<file path="config.mk">
export PLATFORM = sky130hd
export DESIGN_NAME = proj_hasher
export DESIGN_NICKNAME = d
export VERILOG_FILES = /design/src/rtl/proj_pkg.sv /design/src/rtl/proj_hash_pipe.sv /design/src/rtl/proj_hasher.sv
export SDC_FILE = /design/constraint.sdc
export NUM_CORES = 2
export LEC_CHECK = 0
export CAP_MARGIN = 20
export CORE_MARGIN = 2
export CORE_UTILIZATION = 40
export CTS_BUF_LIST = sky130_fd_sc_hd__clkbuf_4 sky130_fd_sc_hd__clkbuf_8
export CTS_CLUSTER_SIZE = 8
export DETAILED_ROUTE_END_ITERATION = 8
export GPL_TIMING_DRIVEN = 0
export PLACE_DENSITY = 0.58
export SETUP_SLACK_MARGIN = 0.02
export SLEW_MARGIN = 20
export SYNTH_ARGS = -nofsm -noshare
export SYNTH_HDL_FRONTEND = slang
export SYNTH_HIERARCHICAL = 1
export SYNTH_SLANG_ARGS = --single-unit
</file>
<file path="constraint.sdc">
create_clock -name in_clk -period 8 [get_ports in_clk]
set_clock_uncertainty 0.15 [all_clocks]
set_input_delay 0.8 -clock in_clk [delete_from_list [all_inputs] [get_ports in_clk]]
set_output_delay 0.8 -clock in_clk [all_outputs]
set_load 0.05 [all_outputs]
</file>
<file path="src/rtl/proj_pkg.sv">
// proj_pkg: shared constants and types for the MinHash hasher front end.
package proj_pkg;
    localparam int HASHER_SORTER_SIGNATURE = 32;
    localparam int INDICE_LEN = 16;
    localparam int HASHER_PIPE_DEPTH = 3;
    // All ones marks an empty slot; it matches the sorter reset value.
    localparam logic [HASHER_SORTER_SIGNATURE-1:0] EMPTY_SIGNATURE = '1;
    typedef enum logic [2:0] {IDLE, CLEAR, RUN, DRAIN, DONE} hasher_state_e;
    typedef struct packed {
        logic valid;
        logic [HASHER_SORTER_SIGNATURE-1:0] signature;
        logic [INDICE_LEN-1:0] index;
    } hash_slot_t;
endpackage

</file>
<file path="src/rtl/proj_hash_pipe.sv">
// proj_hash_pipe: 3-stage multiply-shift hash pipeline with empty-slot substitution.
module proj_hash_pipe #(
    parameter int SIGNATURE_LEN = 32,
    parameter int INDICE_LEN = 16
) (
    input  logic clk,
    input  logic rst_n,
    input  logic valid,
    input  logic last,
    input  logic [SIGNATURE_LEN-1:0] data,
    input  logic [INDICE_LEN-1:0] index,
    input  logic [SIGNATURE_LEN-1:0] cfg_a,
    input  logic [2*SIGNATURE_LEN-1:0] cfg_b,
    output logic [SIGNATURE_LEN-1:0] signature,
    output logic [INDICE_LEN-1:0] sig_index,
    output logic last_valid
);
    localparam int PW = 2 * SIGNATURE_LEN;
    localparam logic [SIGNATURE_LEN-1:0] CLAMPED = {{(SIGNATURE_LEN-1){1'b1}}, 1'b0};
    logic v1, v2, l1, l2;
    logic [SIGNATURE_LEN-1:0] d1, hi, clamped;
    logic [INDICE_LEN-1:0] i1, i2;
    logic [PW-1:0] prod2, sum;
    always_comb begin
        sum = prod2 + cfg_b;
        hi = sum[PW-1 -: SIGNATURE_LEN];
        clamped = &hi ? CLAMPED : hi;
    end
    always_ff @(posedge clk) begin
        if (!rst_n) begin
            v1 <= 1'b0;
            v2 <= 1'b0;
            l1 <= 1'b0;
            l2 <= 1'b0;
            last_valid <= 1'b0;
            signature <= '1;
            sig_index <= '0;
        end else begin
            v1 <= valid;
            v2 <= v1;
            l1 <= valid & last;
            l2 <= l1;
            last_valid <= l2;
            signature <= v2 ? clamped : '1;
            sig_index <= v2 ? i2 : '0;
        end
    end
    always_ff @(posedge clk) begin
        d1 <= data;
        i1 <= index;
        i2 <= i1;
        prod2 <= {{SIGNATURE_LEN{1'b0}}, d1} * {{SIGNATURE_LEN{1'b0}}, cfg_a};
    end
endmodule

</file>
<file path="src/rtl/proj_hasher.sv">
// proj_hasher: MinHash front end; frame FSM, index counter and hash config around the hash pipeline.
module proj_hasher
    import proj_pkg::*;
#(
    parameter int SIGNATURE_LEN = HASHER_SORTER_SIGNATURE,
    parameter int INDICE_LEN = proj_pkg::INDICE_LEN,
    parameter int PIPE_DEPTH = HASHER_PIPE_DEPTH
) (
    input  logic in_clk,
    input  logic in_rst_n,
    input  logic in_cfg_we,
    input  logic [SIGNATURE_LEN-1:0] in_cfg_a,
    input  logic [2*SIGNATURE_LEN-1:0] in_cfg_b,
    input  logic in_start,
    input  logic in_valid,
    input  logic [SIGNATURE_LEN-1:0] in_data,
    input  logic in_last,
    output logic out_ready,
    output logic [SIGNATURE_LEN-1:0] out_signature,
    output logic [INDICE_LEN-1:0] out_index,
    output logic out_clear_n,
    output logic out_busy,
    output logic out_done,
    output logic out_overflow
);
    localparam logic [INDICE_LEN-1:0] ONE = 1;
    if (PIPE_DEPTH != 3) begin : g_depth_check
        $error("proj_hasher: PIPE_DEPTH must be 3");
    end
    hasher_state_e state;
    logic [SIGNATURE_LEN-1:0] cfg_a;
    logic [2*SIGNATURE_LEN-1:0] cfg_b;
    logic [INDICE_LEN-1:0] cnt;
    logic sat, accept, last_valid;
    assign accept = in_valid && out_ready;
    always_ff @(posedge in_clk) begin
        if (!in_rst_n) begin
            state <= IDLE;
            cfg_a <= '0;
            cfg_b <= '0;
            cnt <= '0;
            sat <= 1'b0;
            out_ready <= 1'b0;
            out_clear_n <= 1'b1;
            out_busy <= 1'b0;
            out_done <= 1'b0;
            out_overflow <= 1'b0;
        end else begin
            out_clear_n <= 1'b1;
            out_done <= 1'b0;
            case (state)
                IDLE: begin
                    if (in_cfg_we) begin
                        cfg_a <= in_cfg_a;
                        cfg_b <= in_cfg_b;
                    end
                    if (in_start) begin
                        state <= CLEAR;
                        out_clear_n <= 1'b0;
                        out_busy <= 1'b1;
                    end
                end
                CLEAR: begin
                    state <= RUN;
                    cnt <= '0;
                    sat <= 1'b0;
                    out_overflow <= 1'b0;
                    out_ready <= 1'b1;
                end
                RUN: if (accept) begin
                    // The counter sticks at max; the second hit at max is the overflowing element.
                    if (cnt != '1) cnt <= cnt + ONE;
                    else if (sat) out_overflow <= 1'b1;
                    else sat <= 1'b1;
                    if (in_last) begin
                        state <= DRAIN;
                        out_ready <= 1'b0;
                    end
                end
                DRAIN: if (last_valid) begin
                    state <= DONE;
                    out_done <= 1'b1;
                end
                DONE: begin
                    state <= IDLE;
                    out_busy <= 1'b0;
                end
                default: state <= IDLE;
            endcase
        end
    end
    proj_hash_pipe #(.SIGNATURE_LEN(SIGNATURE_LEN), .INDICE_LEN(INDICE_LEN)) u_pipe (
        .clk(in_clk),
        .rst_n(in_rst_n),
        .valid(accept),
        .last(in_last),
        .data(in_data),
        .index(cnt),
        .cfg_a(cfg_a),
        .cfg_b(cfg_b),
        .signature(out_signature),
        .sig_index(out_index),
        .last_valid(last_valid)
    );
endmodule

</file>
==> metrics.cfg <==
[global_routing]
grt-ovfl-total = 0
grt_pass1_wl_um = 257000
grt_pass1_vias = 38711
grt_util_met3_pct = 6.14
grt_busiest_layer = met2
met2_usage_pct = 46.9
antenna_found_initial = 18
grt_max_degree = 17
grtUsageTotal_pct = 30.2
grt_util_met1_pct = 41.0

[clock_network]
cts_made_buffers = 53
cts.reportedPaths.clkPinSlew_ns = 0.06
insertion_delay_ns = 0.74
h-tree-depth = 2
cts_tree = yes
cts_hold_buf = 0
cts.sinks = 302
clockRootBuffer = clkbuf_8
cts_buffer_depth = 3

[logic_synthesis]
synth_nets = 6485
syn_inst = 5129
yosysMostFrequentCell = inv_1
synth_top_area_cell = fa_1
synth_edf_count = 0
ys_types = 83
synth.top_cell.area_share_pct = 39.1
yosys-top-cells-area = fa_1 39%, dfxtp_1 13%, ha_1 8.9%, and2_1 8.7%, inv_1 7.5%
seq_area_frac_synth_pct = 13.2
synth_top_cells_by_count = 918 x inv_1, 896 x fa_1, 749 x nand2_1, 640 x and2_1, 326 x ha_1
ys_ff_latch = 302
syn_area_per_cell_um2 = 8.94
synth_area_mm2 = 0.0458
async_reset_ff_share_pct = 0
yosysWarnings = 6
synth_ff_type = dfxtp_1

[critical_path]
rr_endpoint = u_pipe/prod2[63]$_DFF_P_
cp.required_ns = 8.43
reg2reg_slack_ns = -0.04
r2r_cells = 24
r2r-start = cfg_a[2]$_SDFFE_PN0P_
end_kind = register
critPathLaunchType = register
cp_max_fo = 8
crit_arrival_ns = 8.47
critPathKind = register to register

[final_layout]
final_area_mm2 = 0.0538
nets = 6781
fillers = 11179
final_util_pct = 47.2
drive_gt1_share_pct = 10.8
syn2layout_area_growth_pct = 17.4
fin_cells = 6984

[placed_design]
dpl_cell_area_mm2 = 0.0496
placedCellCount = 6827
dpl.hpwl_um = 146000
gp_congestion = 0.991
numPortBuffers = 186

[worst_hold_path]
holdPathEnd = u_pipe/i2[4]$_DFF_P_
whs_path_depth = 0
worstHoldStart = u_pipe/i1[4]$_DFF_P_
hold_class = register to register

[timing]
hold_viol = 0
slew_viol_final = 0
relSlewSlack_pct = 28.8
finalSetupTns_ns = -0.0423
setup_viol_count_final = 1
worst_slew_pin_slew_ns = 1.07
finalCritPeriodShare_pct = 101
min_period_ns = 8.04
rsz0062_at_grt = yes
max_freq_mhz = 124
setup_slack_ns = -0.0423

[floorplanning]
start_util_pct = 40.2
rows = 124
dieWidth_um = 343
fp.dieH_um = 343
coreArea_mm2 = 0.114
dieArea_mm2 = 0.117
io_pins = 187

[power_and_ir_drop]
switchingPower_mw = 9.28
switching_share_pct = 52.0
power.share.clock_pct = 9.0
p_leak_nw = 25.2
ir_drop_mv = 0.571
p_comb_share_pct = 79.8
p_int_mw = 8.55
powerDensity_mw_per_mm2 = 331
pwr-share-seq_pct = 11.3

[run_status]
violations = setup timing
status = finished, violations left

[drt]
first_iter_violations = 3231
route.vias.total = 37789
post-route-drc-count = 0
antenna_left = 0
wl_um = 177000
vias_per_cell = 5.41
dr.pass1.iters = 6
wl_per_cell_um = 25.4

[run]
drv_cap = 0

## layout by cell type (no fill, tap or decap), drive strengths merged, types with 6 or more instances in the layout
| cell type | synthesis | final |
|---|---|---|
| inv | 919 | 922 |
| ha | 326 | 326 |
| a211oi | 29 | 29 |
| clkbuf | 247 | 257 |
| a21oi | 267 | 267 |
| nand4 | 62 | 62 |
| o21ai | 100 | 100 |
| nor4 | 12 | 12 |
| nand2b | 18 | 18 |
| nand2 | 749 | 749 |
| xnor2 | 56 | 56 |
| buf | 38 | 162 |
| xor2 | 40 | 40 |
| fa | 896 | 896 |
| o21bai | 25 | 25 |
| a21o | 57 | 57 |
| nand3 | 34 | 34 |
| o211ai | 11 | 11 |
| a31oi | 29 | 29 |
| and4 | 11 | 11 |
| dfxtp | 302 | 302 |
| nor2b | 14 | 14 |
| diode | 0 | 10 |
| o31ai | 7 | 7 |
| o21a | 6 | 6 |
| nor2 | 86 | 86 |
| clkdlybuf4s50 | 0 | 186 |
| nor3 | 27 | 27 |
| and3 | 37 | 37 |
| and2 | 640 | 640 |
| or4 | 6 | 6 |
## cell type report
type | count | area [µm²] | area share (%)
plain buffers | 275 | 2860 | 5.31
diodes | 10 | 25.0 | 0.0465
flip-flops and latches | 302 | 6180 | 11.5
well taps | 1512 | 1890 | 3.52
clock buffers | 79 | 993 | 1.85
repair buffers | 251 | 2440 | 4.53
clock inverters | 13 | 173 | 0.321
inverters | 919 | 3450 | 6.41
multi-input cells | 3623 | 35800 | 66.5
## power by group through the flow
| stage | clock (mW) | sequential, mW | combinational [mW] |
|---|---|---|---|
| 3_3_place_gp | 0 | 2.03 | 11.9 |
| 2_1_floorplan | 0 | 1.91 | 7.92 |
| 6_report | 1.60 | 2.01 | 14.2 |
| 5_1_grt | 1.70 | 2.01 | 15.4 |
| 3_5_place_dp | 0 | 2.03 | 12.0 |
| 4_1_cts | 1.65 | 2.00 | 12.6 |
## how the worst max path moves through the flow
stage                      startpoint                       end  slack (ns)  cells after the start
6_report        cfg_a[2]$_SDFFE_PN0P_  u_pipe/prod2[63]$_DFF_P_       -0.04                     24
5_1_grt         cfg_a[5]$_SDFFE_PN0P_  u_pipe/prod2[63]$_DFF_P_       -0.18                     25
4_1_cts        cfg_a[17]$_SDFFE_PN0P_  u_pipe/prod2[63]$_DFF_P_       -0.03                     28
3_5_place_dp    cfg_a[8]$_SDFFE_PN0P_  u_pipe/prod2[63]$_DFF_P_       -1.51                     26
3_3_place_gp    u_pipe/d1[15]$_DFF_P_  u_pipe/prod2[63]$_DFF_P_       -1.55                     25
2_1_floorplan   u_pipe/d1[31]$_DFF_P_  u_pipe/prod2[63]$_DFF_P_        0.51                     28
## logic make-up after synthesis
logic type               after synthesis  share of synthesized area (%)
multiplexers                           4                         0.0873
flip-flops                           302                           13.2
buffers and inverters               1204                           10.1
adder cells (fa/ha/maj)             1222                           48.0
AND/OR/NAND/NOR                     1717                           18.9
AO/OA/AOI/OAI                        584                           7.90
XOR/XNOR                              96                           1.83
## repair_timing
item | 4_1_cts | 5_1_grt
pin swaps | 31 | 106
setup endpoints to repair | 36 | 14
buffers inserted | 21 | 43
cloned | 1 | 0
resized for setup | 596 | 230
## per-layer routing
layer	up-vias	part of all wire, %
li1	16306	-
met1	19291	41
met2	1785	44
met3	401	9.9
met4	6	4.8
met5	-	0.023
## sequential cells by signal, summed over array words and instances (netlist names), 32 cells and up
register,flops
u_pipe/d1,32
cfg_a,32
u_pipe/signature,32
cfg_b,64
u_pipe/prod2,64
## metrics by stage
step                      worst slack, ns  hold WS [ns]  total power, mW
after detailed placement            -1.51         0.162             14.0
after global placement              -1.55         0.161             14.0
final                             -0.0423         0.174             17.8
after CTS                         -0.0285         0.173             16.2
after global routing               -0.182         0.184             19.1
after floorplan                     0.514         0.160             9.83
## worst max-delay path, stage by stage, from the launching register on
cell       delay [ns]
dfxtp_4          0.40
clkbuf_16        0.19
and2_4           0.16
fa_1             0.54
inv_2            0.04
fa_2             0.58
fa_2             0.48
fa_1             0.51
inv_2            0.04
fa_1             0.56
fa_1             0.44
fa_1             0.56
fa_1             0.49
ha_1             0.33
buf_6            0.13
and4_4           0.21
a211oi_4         0.27
o21ai_4          0.13
a32oi_4          0.28
a41oi_4          0.19
o41ai_2          0.36
o21ai_1          0.16
a221o_1          0.36
a21oi_2          0.15
xnor2_1          0.16
Note: power is estimated with default switching activity, not from simulation.
